### src/rtl/uart_rx_avalon_if.sv
// uart_rx_avalon_if: Avalon-MM register port bundle for the UART receiver
interface uart_rx_avalon_if;
  logic        s_address;
  logic        s_cs;
  logic        s_read;
  logic        s_write;
  logic [3:0]  s_byte_enable;
  logic [31:0] s_write_data;
  logic [31:0] s_read_data;
  modport master (output s_address, s_cs, s_read, s_write, s_byte_enable, s_write_data, input s_read_data);
  modport slave (input s_address, s_cs, s_read, s_write, s_byte_enable, s_write_data, output s_read_data);
endinterface

### src/rtl/uart_rx_avalon.sv
// uart_rx_avalon: UART receiver with byte FIFO and Avalon-MM slave; define UART_RX_PARITY_EN for 8E1 even parity
module uart_rx_avalon #(
  parameter int CLKS_PER_BIT = 434,
  parameter int FIFO_DEPTH = 4
) (
  input  logic clk,
  input  logic rst,
  input  logic uart_rxd,
  uart_rx_avalon_if.slave bus,
  output logic irq
);
  localparam int AW = $clog2(FIFO_DEPTH);
  localparam int CW = AW + 1;
  localparam logic [15:0] HALF = 16'(CLKS_PER_BIT / 2 - 1);
  localparam logic [15:0] FULL = 16'(CLKS_PER_BIT - 1);
`ifdef UART_RX_PARITY_EN
  typedef enum logic [2:0] {IDLE, START, DATA, PARITY, STOP, BREAK} state_t;
`else
  typedef enum logic [2:0] {IDLE, START, DATA, STOP, BREAK} state_t;
`endif
  state_t state, state_d;
  logic rx_meta, rxs, tick, push, set_fe, set_pe, par_bad;
  logic [15:0] cnt, cnt_d;
  logic [2:0] bit_idx, bit_d;
  logic [7:0] shift, shift_d;
  logic [7:0] mem [FIFO_DEPTH];
  logic [AW-1:0] wr_ptr, rd_ptr;
  logic [CW-1:0] count;
  logic [4:0] cnt5;
  logic [3:0] fill;
  logic [2:0] w1c;
  logic ovr, fe, pe, irq_en, empty, full, rd_acc, st_wr, pop, wr_en, set_ovr;
  logic [7:0] head;
  logic [31:0] rxdata, status;
  logic unused_bits;
  assign tick = cnt == 16'd0;
  assign set_pe = push ? 1'b0 : (state == STOP) & tick & par_bad;
`ifdef UART_RX_PARITY_EN
  logic par_bad_d;
  always_ff @(posedge clk)
    if (rst) par_bad <= 1'b0;
    else par_bad <= par_bad_d;
  always_comb begin
    par_bad_d = par_bad;
    if (state == PARITY && tick) par_bad_d = rxs ^ (^shift);
  end
`else
  assign par_bad = 1'b0;
`endif
  always_ff @(posedge clk) begin
    if (rst) begin
      state <= IDLE;
      rx_meta <= 1'b1;
      rxs <= 1'b1;
      cnt <= '0;
      bit_idx <= '0;
      shift <= '0;
    end else begin
      state <= state_d;
      rx_meta <= uart_rxd;
      rxs <= rx_meta;
      cnt <= cnt_d;
      bit_idx <= bit_d;
      shift <= shift_d;
    end
  end
  always_comb begin
    state_d = state;
    cnt_d = tick ? cnt : cnt - 16'd1;
    bit_d = bit_idx;
    shift_d = shift;
    push = 1'b0;
    set_fe = 1'b0;
    case (state)
      IDLE: if (!rxs) begin
        cnt_d = HALF;
        state_d = START;
      end
      START: if (tick) begin
        cnt_d = FULL;
        bit_d = '0;
        state_d = rxs ? IDLE : DATA;
      end
      DATA: if (tick) begin
        shift_d = {rxs, shift[7:1]};
        cnt_d = FULL;
        bit_d = bit_idx + 3'd1;
`ifdef UART_RX_PARITY_EN
        if (bit_idx == 3'd7) state_d = PARITY;
`else
        if (bit_idx == 3'd7) state_d = STOP;
`endif
      end
`ifdef UART_RX_PARITY_EN
      PARITY: if (tick) begin
        cnt_d = FULL;
        state_d = STOP;
      end
`endif
      STOP: if (tick) begin
        push = rxs & !par_bad;
        set_fe = !rxs;
        state_d = rxs ? IDLE : BREAK;
      end
      BREAK: if (rxs) state_d = IDLE;
      default: state_d = IDLE;
    endcase
  end
  assign empty = count == '0;
  assign full = count == CW'(FIFO_DEPTH);
  assign rd_acc = bus.s_cs & bus.s_read;
  assign st_wr = bus.s_cs & bus.s_write & bus.s_address & bus.s_byte_enable[0];
  assign pop = rd_acc & !bus.s_address & bus.s_byte_enable[0] & !empty;
  assign wr_en = push & (!full | pop);
  assign set_ovr = push & full & !pop;
  assign w1c = st_wr ? bus.s_write_data[3:1] : 3'b000;
  assign head = empty ? 8'h00 : mem[rd_ptr];
  assign cnt5 = 5'(count);
  assign fill = cnt5[4] ? 4'hF : cnt5[3:0];
  assign rxdata = {16'h0, !empty, ovr, fe, pe, 4'h0, head};
  assign status = {23'h0, state != IDLE, fill, pe, fe, ovr, irq_en};
  assign unused_bits = ^{bus.s_write_data[31:4], bus.s_byte_enable[3:1]};
  always_ff @(posedge clk) begin
    if (rst) begin
      wr_ptr <= '0;
      rd_ptr <= '0;
      count <= '0;
      ovr <= 1'b0;
      fe <= 1'b0;
      pe <= 1'b0;
      irq_en <= 1'b0;
      irq <= 1'b0;
      bus.s_read_data <= '0;
    end else begin
      if (wr_en) mem[wr_ptr] <= shift;
      wr_ptr <= wr_ptr + AW'(wr_en);
      rd_ptr <= rd_ptr + AW'(pop);
      count <= count + CW'(wr_en) - CW'(pop);
      ovr <= set_ovr | (ovr & !w1c[0]);
      fe <= set_fe | (fe & !w1c[1]);
      pe <= set_pe | (pe & !w1c[2]);
      if (st_wr) irq_en <= bus.s_write_data[0];
      if (rd_acc) bus.s_read_data <= bus.s_address ? status : rxdata;
      irq <= irq_en & !empty;
    end
  end
endmodule

### src/flat_wrapper.sv
// flat-port wrapper written by rule: the top's interface ports become plain ports
module uart_rx_avalon_flat 
#(
  parameter int CLKS_PER_BIT = 434,
  parameter int FIFO_DEPTH = 4
)
  (clk, rst, uart_rxd, irq, bus_s_address, bus_s_cs, bus_s_read, bus_s_write, bus_s_byte_enable, bus_s_write_data, bus_s_read_data);
  uart_rx_avalon_if bus_i ();
  input  logic clk;
  input  logic rst;
  input  logic uart_rxd;
  output logic irq;
  input wire logic [$bits(bus_i.s_address)-1:0] bus_s_address;
  input wire logic [$bits(bus_i.s_cs)-1:0] bus_s_cs;
  input wire logic [$bits(bus_i.s_read)-1:0] bus_s_read;
  input wire logic [$bits(bus_i.s_write)-1:0] bus_s_write;
  input wire logic [$bits(bus_i.s_byte_enable)-1:0] bus_s_byte_enable;
  input wire logic [$bits(bus_i.s_write_data)-1:0] bus_s_write_data;
  output wire logic [$bits(bus_i.s_read_data)-1:0] bus_s_read_data;
  assign bus_i.s_address = bus_s_address;
  assign bus_i.s_cs = bus_s_cs;
  assign bus_i.s_read = bus_s_read;
  assign bus_i.s_write = bus_s_write;
  assign bus_i.s_byte_enable = bus_s_byte_enable;
  assign bus_i.s_write_data = bus_s_write_data;
  assign bus_s_read_data = bus_i.s_read_data;
  uart_rx_avalon #(.CLKS_PER_BIT(CLKS_PER_BIT), .FIFO_DEPTH(FIFO_DEPTH)) u_core (.clk(clk), .rst(rst), .uart_rxd(uart_rxd), .bus(bus_i), .irq(irq));
endmodule
### config.mk
export PLATFORM = sky130hd
export DESIGN_NAME = uart_rx_avalon_flat
export DESIGN_NICKNAME = d
export VERILOG_FILES = /design/src/rtl/uart_rx_avalon_if.sv /design/src/rtl/uart_rx_avalon.sv /design/src/flat_wrapper.sv
export SDC_FILE = /design/constraint.sdc
export NUM_CORES = 1
export LEC_CHECK = 0
export ABC_AREA = 1
export ABC_CLOCK_PERIOD_IN_PS = 2250
export BUFFER_PORTS_ARGS = -buffer_cell sky130_fd_sc_hd__buf_2
export CAP_MARGIN = 10
export CORE_ASPECT_RATIO = 0.8
export CORE_UTILIZATION = 50
export CTS_CLUSTER_DIAMETER = 60
export DETAILED_ROUTE_END_ITERATION = 8
export PLACE_DENSITY = 0.85
export SETUP_SLACK_MARGIN = 0.4
export SLEW_MARGIN = 20
export SYNTH_ARGS = -nofsm -noshare
export SYNTH_HDL_FRONTEND = slang
export SYNTH_SLANG_ARGS = --single-unit
### constraint.sdc
create_clock -name clk -period 2.25 [get_ports clk]
set_input_delay 0.5625 -clock clk [delete_from_list [all_inputs] [get_ports clk]]
set_output_delay 0.5625 -clock clk [all_outputs]
set_load 0.1 [all_outputs]
# Yosys cells after proc, flatten, opt, wreduce, memory -nomap -nowiden
# Memory sizes are Yosys's and may differ from the RTL's. A register that Yosys moved wholly into a read port is not among the register bits.
# Index checks and enable logic that the tools add are counted.
[word_totals]
regBits = 76
ram_bits = 32
inputBits = 43
output_inout_bits = 33
word_cells = 95
n_memories = 1
[mem_list]
columns = ["name", "depth", "word_bits", "rd", "rd_clocked_by_memory_dff", "write_ports", "line_no", "rtl"]
rows = [
  ["u_core.mem", 4, 8, 1, 1, 1, "uart_rx_avalon.sv:26", "logic [7:0] mem [FIFO_DEPTH];"],
]
[classes]
n_addsub = 6
eq_ne = 12
n_mux = 27
bitwise_logic = 17
n_reduce_logical = 17
[ops]
columns = ["op", "n"]
rows = [
  ["two-way mux 16 bit", 4],
  ["case mux 16 bit (2 select lines)", 1],
  ["two-way mux 3 bit", 10],
  ["logical NOT 16 bit", 1],
  ["subtractor 16 x 1 -> 16 bit (second input constant)", 1],
  ["case mux 3 bit (5 select lines)", 1],
  ["AND 1 bit", 14],
  ["!= test 2 x 1 -> 1 bit (second input constant)", 5],
  ["equality test 3 bit (second input constant)", 3],
  ["logical NOT 1 bit", 8],
  ["two-way mux 8 bit", 1],
  ["two-way mux 1 bit", 7],
  ["equality test 3 x 2 -> 1 bit (second input constant)", 2],
  ["logical NOT 3 bit", 2],
  ["case mux 3 bit (2 select lines)", 1],
  ["AND reduction 6 bit", 1],
  ["adder 2 x 1 -> 2 bit", 2],
  ["two-way mux 2 bit", 2],
  ["adder 3 x 1 -> 3 bit", 1],
  ["adder 3 x 1 -> 3 bit (second input constant)", 1],
  ["equality test 3 x 1 -> 1 bit (second input constant)", 1],
  ["bitwise OR 1 bit", 3],
  ["AND reduction 3 bit", 1],
  ["nonzero test 3 bit", 1],
  ["5 further kinds", 5],
]

# Depth between registers and ports, before layout
# Gate-level depths: netlist of the first run.
[logic_depth]
depth_word = 9
mapped_depth = 12
mapped_depth_nobuf = 11

# Least setup slack after synthesis of the first run
# No wires, ideal clock.
[synth_timing]
path_type = "input-to-reg"
start = "in bus_s_cs"
end = "reg u_core.count[2]"
setup_ps = 120
arrival_time_ps = 2153
required_ps = 2130
slack_ps = -23
stages = 11
path_buffers = 0
path_cell_list = "nand2_2 -> nor2_4 -> nand2_1 -> o21ai_0 -> inv_1 -> nor4_1 -> ha_1 -> inv_1 -> fa_1 -> o21ai_0 -> a21oi_1"
[synth_between]
elab_chain_cells = 8
[synth_lines]
columns = ["item", "line_no", "rtl"]
rows = [
  ["from (decl)", "flat_wrapper.sv:14", "input wire logic [$bits(bus_i.s_cs)-1:0] bus_s_cs;"],
  ["AND 1 bit (*)", "uart_rx_avalon.sv:111", "assign rd_acc = bus.s_cs & bus.s_read;"],
  ["AND 1 bit (*) (3 in series)", "uart_rx_avalon.sv:113", "assign pop = rd_acc & !bus.s_address & bus.s_byte_enable[0] & !empty;"],
  ["bitwise OR 1 bit", "uart_rx_avalon.sv:114", "assign wr_en = push & (!full | pop);"],
  ["AND 1 bit", "uart_rx_avalon.sv:114", ""],
  ["adder 3 x 1 -> 3 bit", "uart_rx_avalon.sv:138", "count <= count + CW'(wr_en) - CW'(pop);"],
  ["subtractor 3 x 1 -> 3 bit (*)", "uart_rx_avalon.sv:138", ""],
  ["to (signal assigned)", "uart_rx_avalon.sv:138", ""],
  ["to (decl)", "uart_rx_avalon.sv:28", "logic [CW-1:0] count;"],
]
# Mark *: on every way between the ends. The rest lies on a longest branch, timed or not.
# A chain may end at the register's enable or synchronous reset.

# Final worst setup path of the first run
# Ends and elaborated chain as after synthesis.

==> flow_metrics.env, run 1 <==
export IMPL_yosys_area_top_type_share_pct=28.39
export IMPL_ios=76
export IMPL_antenna_found_initial=0
export IMPL_path_cells="buf_8 -> nand2_8 -> nor2_4 -> nand2_4 -> o21ai_4 -> inv_2 -> nor4_4 -> ha_2 -> inv_2 -> fa_2 -> o21ai_2 -> a21oi_1"
export IMPL_cp_max_fo=4
export IMPL_endpoint_kind="register"
export IMPL_cts_buffers=9
export IMPL_vias_per_cell=5.430
export IMPL_cp_required_ns=2.48
export IMPL_first_pass_iters=5
export IMPL_start_kind="input pin"
export IMPL_fin_setup_tns_ns=0
export IMPL_ys_warn_count=0
export IMPL_crit_buf_inv=3
export IMPL_rows=28
export IMPL_htreeDepth=3
export IMPL_multi_input_area_mm2=0.001807
export IMPL_gp_congestion=0.9390
export IMPL_io_buffer_count=25
export IMPL_grt_pass1_wl_mm=14.55
export IMPL_fin_crit_sh_pct=89.24
export IMPL_wl_met3_um=838
export IMPL_slew_violations=0
export IMPL_cts_root_buf="clkbuf_8"
export IMPL_worstSetupPathType="input pin to register"
export IMPL_totalWireLength_mm=9.343
export IMPL_fp_dieH_um=82.19
export IMPL_clock_sinks=89
export IMPL_synthFlopType="dfxtp_1"
export IMPL_setup_violations=0
export IMPL_wl_per_cell_um=15.09
export IMPL_max_freq_mhz=498.0
export IMPL_dp_slack_ns=-0.1726
export IMPL_met1Wirelength_mm=3.702
export IMPL_netlist_area_mm2=0.004019
export IMPL_dieArea_mm2=0.008403
export IMPL_nets=562
export IMPL_postRouteAntennaNets=0
export IMPL_synth_area_leaders="dfxtp_1 (28%), edfxtp_1 (24%), nor2_1 (7.0%)"
export IMPL_drive_above_1_share_pct=25.29
export IMPL_rsz0062_at_grt="yes"
export IMPL_vdd_ir_drop_max_mv=0.5111
export IMPL_crit_family="adder cells"
export IMPL_drcViolationCount=0
export IMPL_finalHoldViolCount=0
export IMPL_crit_path_frequent_cell="inv_2"
export IMPL_fin_ws_ns=0.2421
export IMPL_leakage_nw=2.143
export IMPL_die_x_um=102.2
export IMPL_clk_transition_reported_paths_ns=0.09
export IMPL_grt_max_degree=33
export IMPL_start_util_pct=52.86
export IMPL_min_delay_start="bus_s_write_data[3]"
export IMPL_tightest_slew_ns=0.6069
export IMPL_synth_cells=450
export IMPL_dr_wl_met2_mm=4.586
export IMPL_outcome="finished, final reports clean"
export IMPL_timing_rr_start="u_core.cnt[5]"
export IMPL_synth_cell_types=38
export IMPL_track_usage_pct=23.30
export IMPL_n_antenna_cell=0
export IMPL_drv_cap=0
export IMPL_slowest_stage="fa_2"
export IMPL_p_total_w=0.004551
export IMPL_synthTopCellsByCount="nor2_1 (75), nand2_1 (67), dfxtp_1 (57), inv_1 (33), edfxtp_1 (32)"
export IMPL_cts_tree="built"
export IMPL_max_slew_margin_rel_pct=59.39
export IMPL_synth_most_common_cell="nor2_1"
export IMPL_min_period_ns=2.008
export IMPL_synth_top_area_cell="dfxtp_1"
export IMPL_n_fill_cell=541
export IMPL_avgSynthCellArea_um2=8.931
export IMPL_top_layer_used="met4"
export IMPL_crit_start="bus_s_cs"
export IMPL_vias=3361
export IMPL_clk_latency_ns=0.36
export IMPL_instances_no_fill=619
export IMPL_core_area_mm2=0.007602
export IMPL_syn_to_final_growth_pct=20.70
export IMPL_powerDensity_mw_per_mm2=938.1
export IMPL_ys_seq_area_share_pct=52.30
export IMPL_cp_slowest_stage_delay_ns=0.36
export IMPL_min_delay_path_class="input pin to register"
export IMPL_grt_overflow_total=0
export IMPL_synthArstFlopShare_pct=0
export IMPL_synth_edff_count=32
export IMPL_clockBufferDepth=2
export IMPL_fin_skew_ns=0.01273
export IMPL_drt_iter0_drc=293
export IMPL_regArea_mm2=0.002112
export IMPL_arrival_ns=2.24
export IMPL_dp_final_hpwl_mm=6.066
export IMPL_grt_pass1_vias=3093
export IMPL_ys_seq_elements=89
export IMPL_dpl_cell_count=585
export IMPL_cts_hold_buf=0
==> report_power, final <==
group          switching [W]  leakage (nW)  total, W  internal, W
logic                0.00105          1.21   0.00159     0.000535
clock network       0.000574        0.0984   0.00105     0.000478
registers           0.000134         0.831   0.00191      0.00178
total                0.00176          2.14   0.00455      0.00279
==> layout by cell type, fill, tap and decap left out, drive strengths merged <==
master,netlist,routed
nor2,83,83
clkbuf,6,10
buf,24,60
o22ai,8,8
nor4,1,1
edfxtp,32,32
o21ai,25,25
xor2,7,7
a21oi,27,27
nand3,22,22
clkinvlp,0,1
a22oi,9,9
conb,1,19
xnor2,2,2
nor3,6,6
dfxtp,57,57
inv,35,37
nand4,2,2
ha,9,9
fa,1,1
nand2,73,73
mux2i,8,8
o31ai,1,1
nand3b,4,4
a31oi,2,2
clkinv,1,4
or2,3,3
nor3b,1,1
==> cell type report <==
class                           count  share of cell area, %
Sequential cell                    89                  43.54
Multi-Input combinational cell    313                  37.25
Timing Repair Buffer               60                  9.569
Clock buffer                       10                  3.069
Inverter                           36                  2.889
Tap cell                          105                  2.708
Clock inverter                      6                 0.9801
==> registers in the layout (all words and copies together) (netlist names), 2 cells and up <==
register and cells:
u_core.shift 8, u_core.mem 32, u_core.bit_idx 3, u_core.wr_ptr 2, u_core.cnt 16, u_core.state 3, u_core.bus.s_read_data 13, u_core.count 3
u_core.rd_ptr 2
==> kinds of logic after synthesis <==
logic type / after synthesis / synth area share, %
AOI/OAI and AO/OA: 72 / 10.37
muxes: 8 / 1.993
buffers and inverters: 66 / 8.437
DFF: 89 / 52.30
and+or+nand+nor: 195 / 21.54
other: 1 / 0.09331
adders and majority gates: 10 / 3.300
xor gates and xnor gates: 9 / 1.962
==> worst paths after layout <==
path | cells past startpoint | slack [ns] | endpoint
worst max-delay path | 12 | 0.24 | u_core.count[2]
worst min-delay path | 2 | 0.37 | u_core.pe
worst max register to register | 10 | 0.26 | u_core.count[2]
worst min register to register | 1 | 0.41 | u_core.rxs
==> routing by layer <==
metal / global-route usage [%] / vias to the layer above
li1: - / 1581
met1: 28.97 / 1554
met2: 39.73 / 196
met3: 4.040 / 30
met4: 11.14 / 0
met5: 0 / -
==> stage by stage <==
step           hold slack [ns]  cell area [µm²]  util, %
2_1_floorplan           0.3895             4193        -
3_3_place_gp            0.3997             4423    58.18
3_5_place_dp            0.3980             4423    58.18
4_1_cts                 0.3609             4730    62.21
5_1_grt                 0.3720             4851    63.81
6_report                0.3687             4851    63.81
==> timing repair <==
action | 4_1_cts | 5_1_grt
pin swaps | 8 | 5
setup buffers | 9 | 9
endpoints found under the setup margin | 34 | 42
resized for setup | 16 | 17
cloned | 0 | 0
(Power assumes the default switching activity.)
==> run 2: changes to the inputs <==
--- a/config.mk
+++ b/config.mk
@@ -10,6 +10,7 @@
 export BUFFER_PORTS_ARGS = -buffer_cell sky130_fd_sc_hd__buf_2
 export CAP_MARGIN = 10
 export CORE_ASPECT_RATIO = 0.8
+export CORE_MARGIN = 2
 export CORE_UTILIZATION = 50
 export CTS_CLUSTER_DIAMETER = 60
 export DETAILED_ROUTE_END_ITERATION = 8
==> flow_metrics.env, run 2 (synthesis results as in run 1) <==
export IMPL_outcome="finished, final reports clean"
export IMPL_start_kind="input pin"
export IMPL_dp_final_hpwl_mm=5.837
export IMPL_dieArea_mm2=0.008776
export IMPL_postRouteAntennaNets=0
export IMPL_vdd_ir_drop_max_mv=0.6131
export IMPL_powerDensity_mw_per_mm2=938.6
export IMPL_syn_to_final_growth_pct=20.64
export IMPL_path_cells="buf_8 -> nand2_8 -> nor2_4 -> nand2_4 -> o21ai_4 -> inv_2 -> nor4_4 -> ha_2 -> inv_2 -> fa_2 -> nor2_1"
export IMPL_n_antenna_cell=0
export IMPL_rows=29
export IMPL_worstSetupPathType="input pin to register"
export IMPL_min_delay_path_class="input pin to register"
export IMPL_fp_dieH_um=84.19
export IMPL_max_freq_mhz=500.3
export IMPL_r2r_end="u_core.count[1]"
export IMPL_r2r_slack_ns=0.25
export IMPL_endpoint_kind="register"
export IMPL_vias=3322
export IMPL_die_x_um=104.2
export IMPL_nets=562
export IMPL_reg_top3="u_core.mem: 32 flops, u_core.cnt: 16 flops, u_core.bus.s_read_data: 13 flops"
export IMPL_max_slew_margin_rel_pct=60.15
export IMPL_cts_root_buf="clkbuf_8"
export IMPL_drt_iter0_drc=233
export IMPL_min_period_ns=1.999
export IMPL_setup_violations=0
export IMPL_drcViolationCount=0
export IMPL_grt_overflow_total=0
export IMPL_gp_congestion=0.8729
export IMPL_htreeDepth=3
export IMPL_largest_reg_flops=32
export IMPL_fin_crit_sh_pct=88.84
export IMPL_clk_latency_ns=0.36
export IMPL_grt_pass1_vias=2954
export IMPL_fin_ws_ns=0.2511
export IMPL_min_delay_start="uart_rxd"
export IMPL_antenna_found_initial=0
export IMPL_reg2regPathDepth=9
export IMPL_drive_above_1_share_pct=25.29
export IMPL_cp_slowest_stage_delay_ns=0.51
export IMPL_holdPathStages=2
export IMPL_clk_transition_reported_paths_ns=0.09
export IMPL_cp_required_ns=2.49
export IMPL_start_util_pct=51.04
export IMPL_clockBufferDepth=2
export IMPL_dp_slack_ns=-0.1688
export IMPL_wl_per_cell_um=14.22
export IMPL_finalHoldViolCount=0
export IMPL_cts_tree="built"
export IMPL_cts_buffers=9
export IMPL_fin_skew_ns=0.008458
export IMPL_grt_pass1_wl_mm=13.61
export IMPL_cp_max_fo=3
export IMPL_totalWireLength_mm=8.846
export IMPL_fin_hold_ws_ns=0.3878
export IMPL_vias_per_cell=5.341
export IMPL_final_common_cell="nor2_1"
export IMPL_slowest_stage="fa_2"
export IMPL_io_buffer_count=25
export IMPL_clock_sinks=89
export IMPL_grt_max_degree=33
export IMPL_leakage_nw=2.137
export IMPL_crit_path_frequent_cell="inv_2"
export IMPL_timing_rr_start="u_core.cnt[8]"
export IMPL_final_cell_mix="nor2_1 (70), nand2_1 (63), dfxtp_1 (49)"
export IMPL_first_pass_iters=5
export IMPL_core_area_mm2=0.007874
export IMPL_largest_register="u_core.mem"
export IMPL_ios=76
export IMPL_track_usage_pct=19.49
export IMPL_arrival_ns=2.24
export IMPL_tightest_slew_ns=0.5955
export IMPL_slew_violations=0
export IMPL_min_to="u_core.rx_meta"
export IMPL_drv_cap=0
export IMPL_rsz0062_at_grt="yes"
export IMPL_n_fill_cell=566
export IMPL_cts_hold_buf=0
## run 2: timing repair
| item | CTS | global route |
|---|---|---|
| setup buffers | 10 | 11 |
| endpoints found under the setup margin | 18 | 44 |
| resized for setup | 16 | 21 |
| pin swaps | 8 | 8 |
## run 2: area by class of cell
class	instances	area (µm²)	area share, %
Tap cell	108	135.1	2.787
Sequential cell	89	2117	43.66
Clock buffer	10	127.6	2.632
Timing Repair Buffer	60	464.2	9.574
Clock inverter	6	58.81	1.213
Multi-Input combinational cell	313	1805	37.24
Inverter	36	140.1	2.890
## run 2: how the worst max path moves through the flow
| stage | depth (start not counted) | endpoint | start | slack [ns] |
|---|---|---|---|---|
| 2_1_floorplan | 12 | u_core.count[2] | u_core.cnt[0] | 0.17 |
| 3_3_place_gp | 12 | u_core.count[2] | bus_s_cs | -0.07 |
| 3_5_place_dp | 12 | u_core.count[2] | bus_s_cs | -0.17 |
| 4_1_cts | 11 | u_core.count[1] | bus_s_cs | 0.27 |
| 5_1_grt | 10 | u_core.count[2] | u_core.cnt[12] | 0.16 |
| 6_report | 11 | u_core.count[1] | bus_s_cs | 0.25 |
## run 2: metal layers
metal / up-vias / wire length (µm) / global-route usage [%]
li1: 1577 / - / -
met1: 1576 / 3761 / 25.59
met3: 26 / 685 / 4.814
met5: - / 0 / 0
met4: 0 / 226 / 7.248
met2: 143 / 4171 / 31.58
## run 2: critical path, delay by kind of cell
family / cells / cell delay [ns]
AOI/OAI and AO/OA: 1 / 0.17
adders and majority gates: 2 / 0.74
buffers and inverters: 3 / 0.20
and+or+nand+nor: 5 / 0.55
## run 2: per-stage QoR
| step | TNS (ns) | area (µm²) | power [W] | std cells | utilization (%) |
|---|---|---|---|---|---|
| after detailed placement | -0.2629 | 4404 | 0.003323 | 585 | 55.94 |
| after CTS | 0 | 4701 | 0.004372 | 611 | 59.70 |
| final | 0 | 4848 | 0.004551 | 622 | 61.58 |
| after global placement | -0.1031 | 4404 | 0.003266 | 585 | 55.94 |
| after global routing | 0 | 4848 | 0.004812 | 622 | 61.58 |
| after floorplan | 0 | 4193 | 0.003104 | 468 | - |
## run 2: power breakdown
part	switching [W]	internal, W	leakage [nW]	total [W]
Sequential	0.000140	0.00178	0.832	0.00192
Combinational	0.00103	0.000554	1.22	0.00158
Clock	0.000544	0.000505	0.0875	0.00105
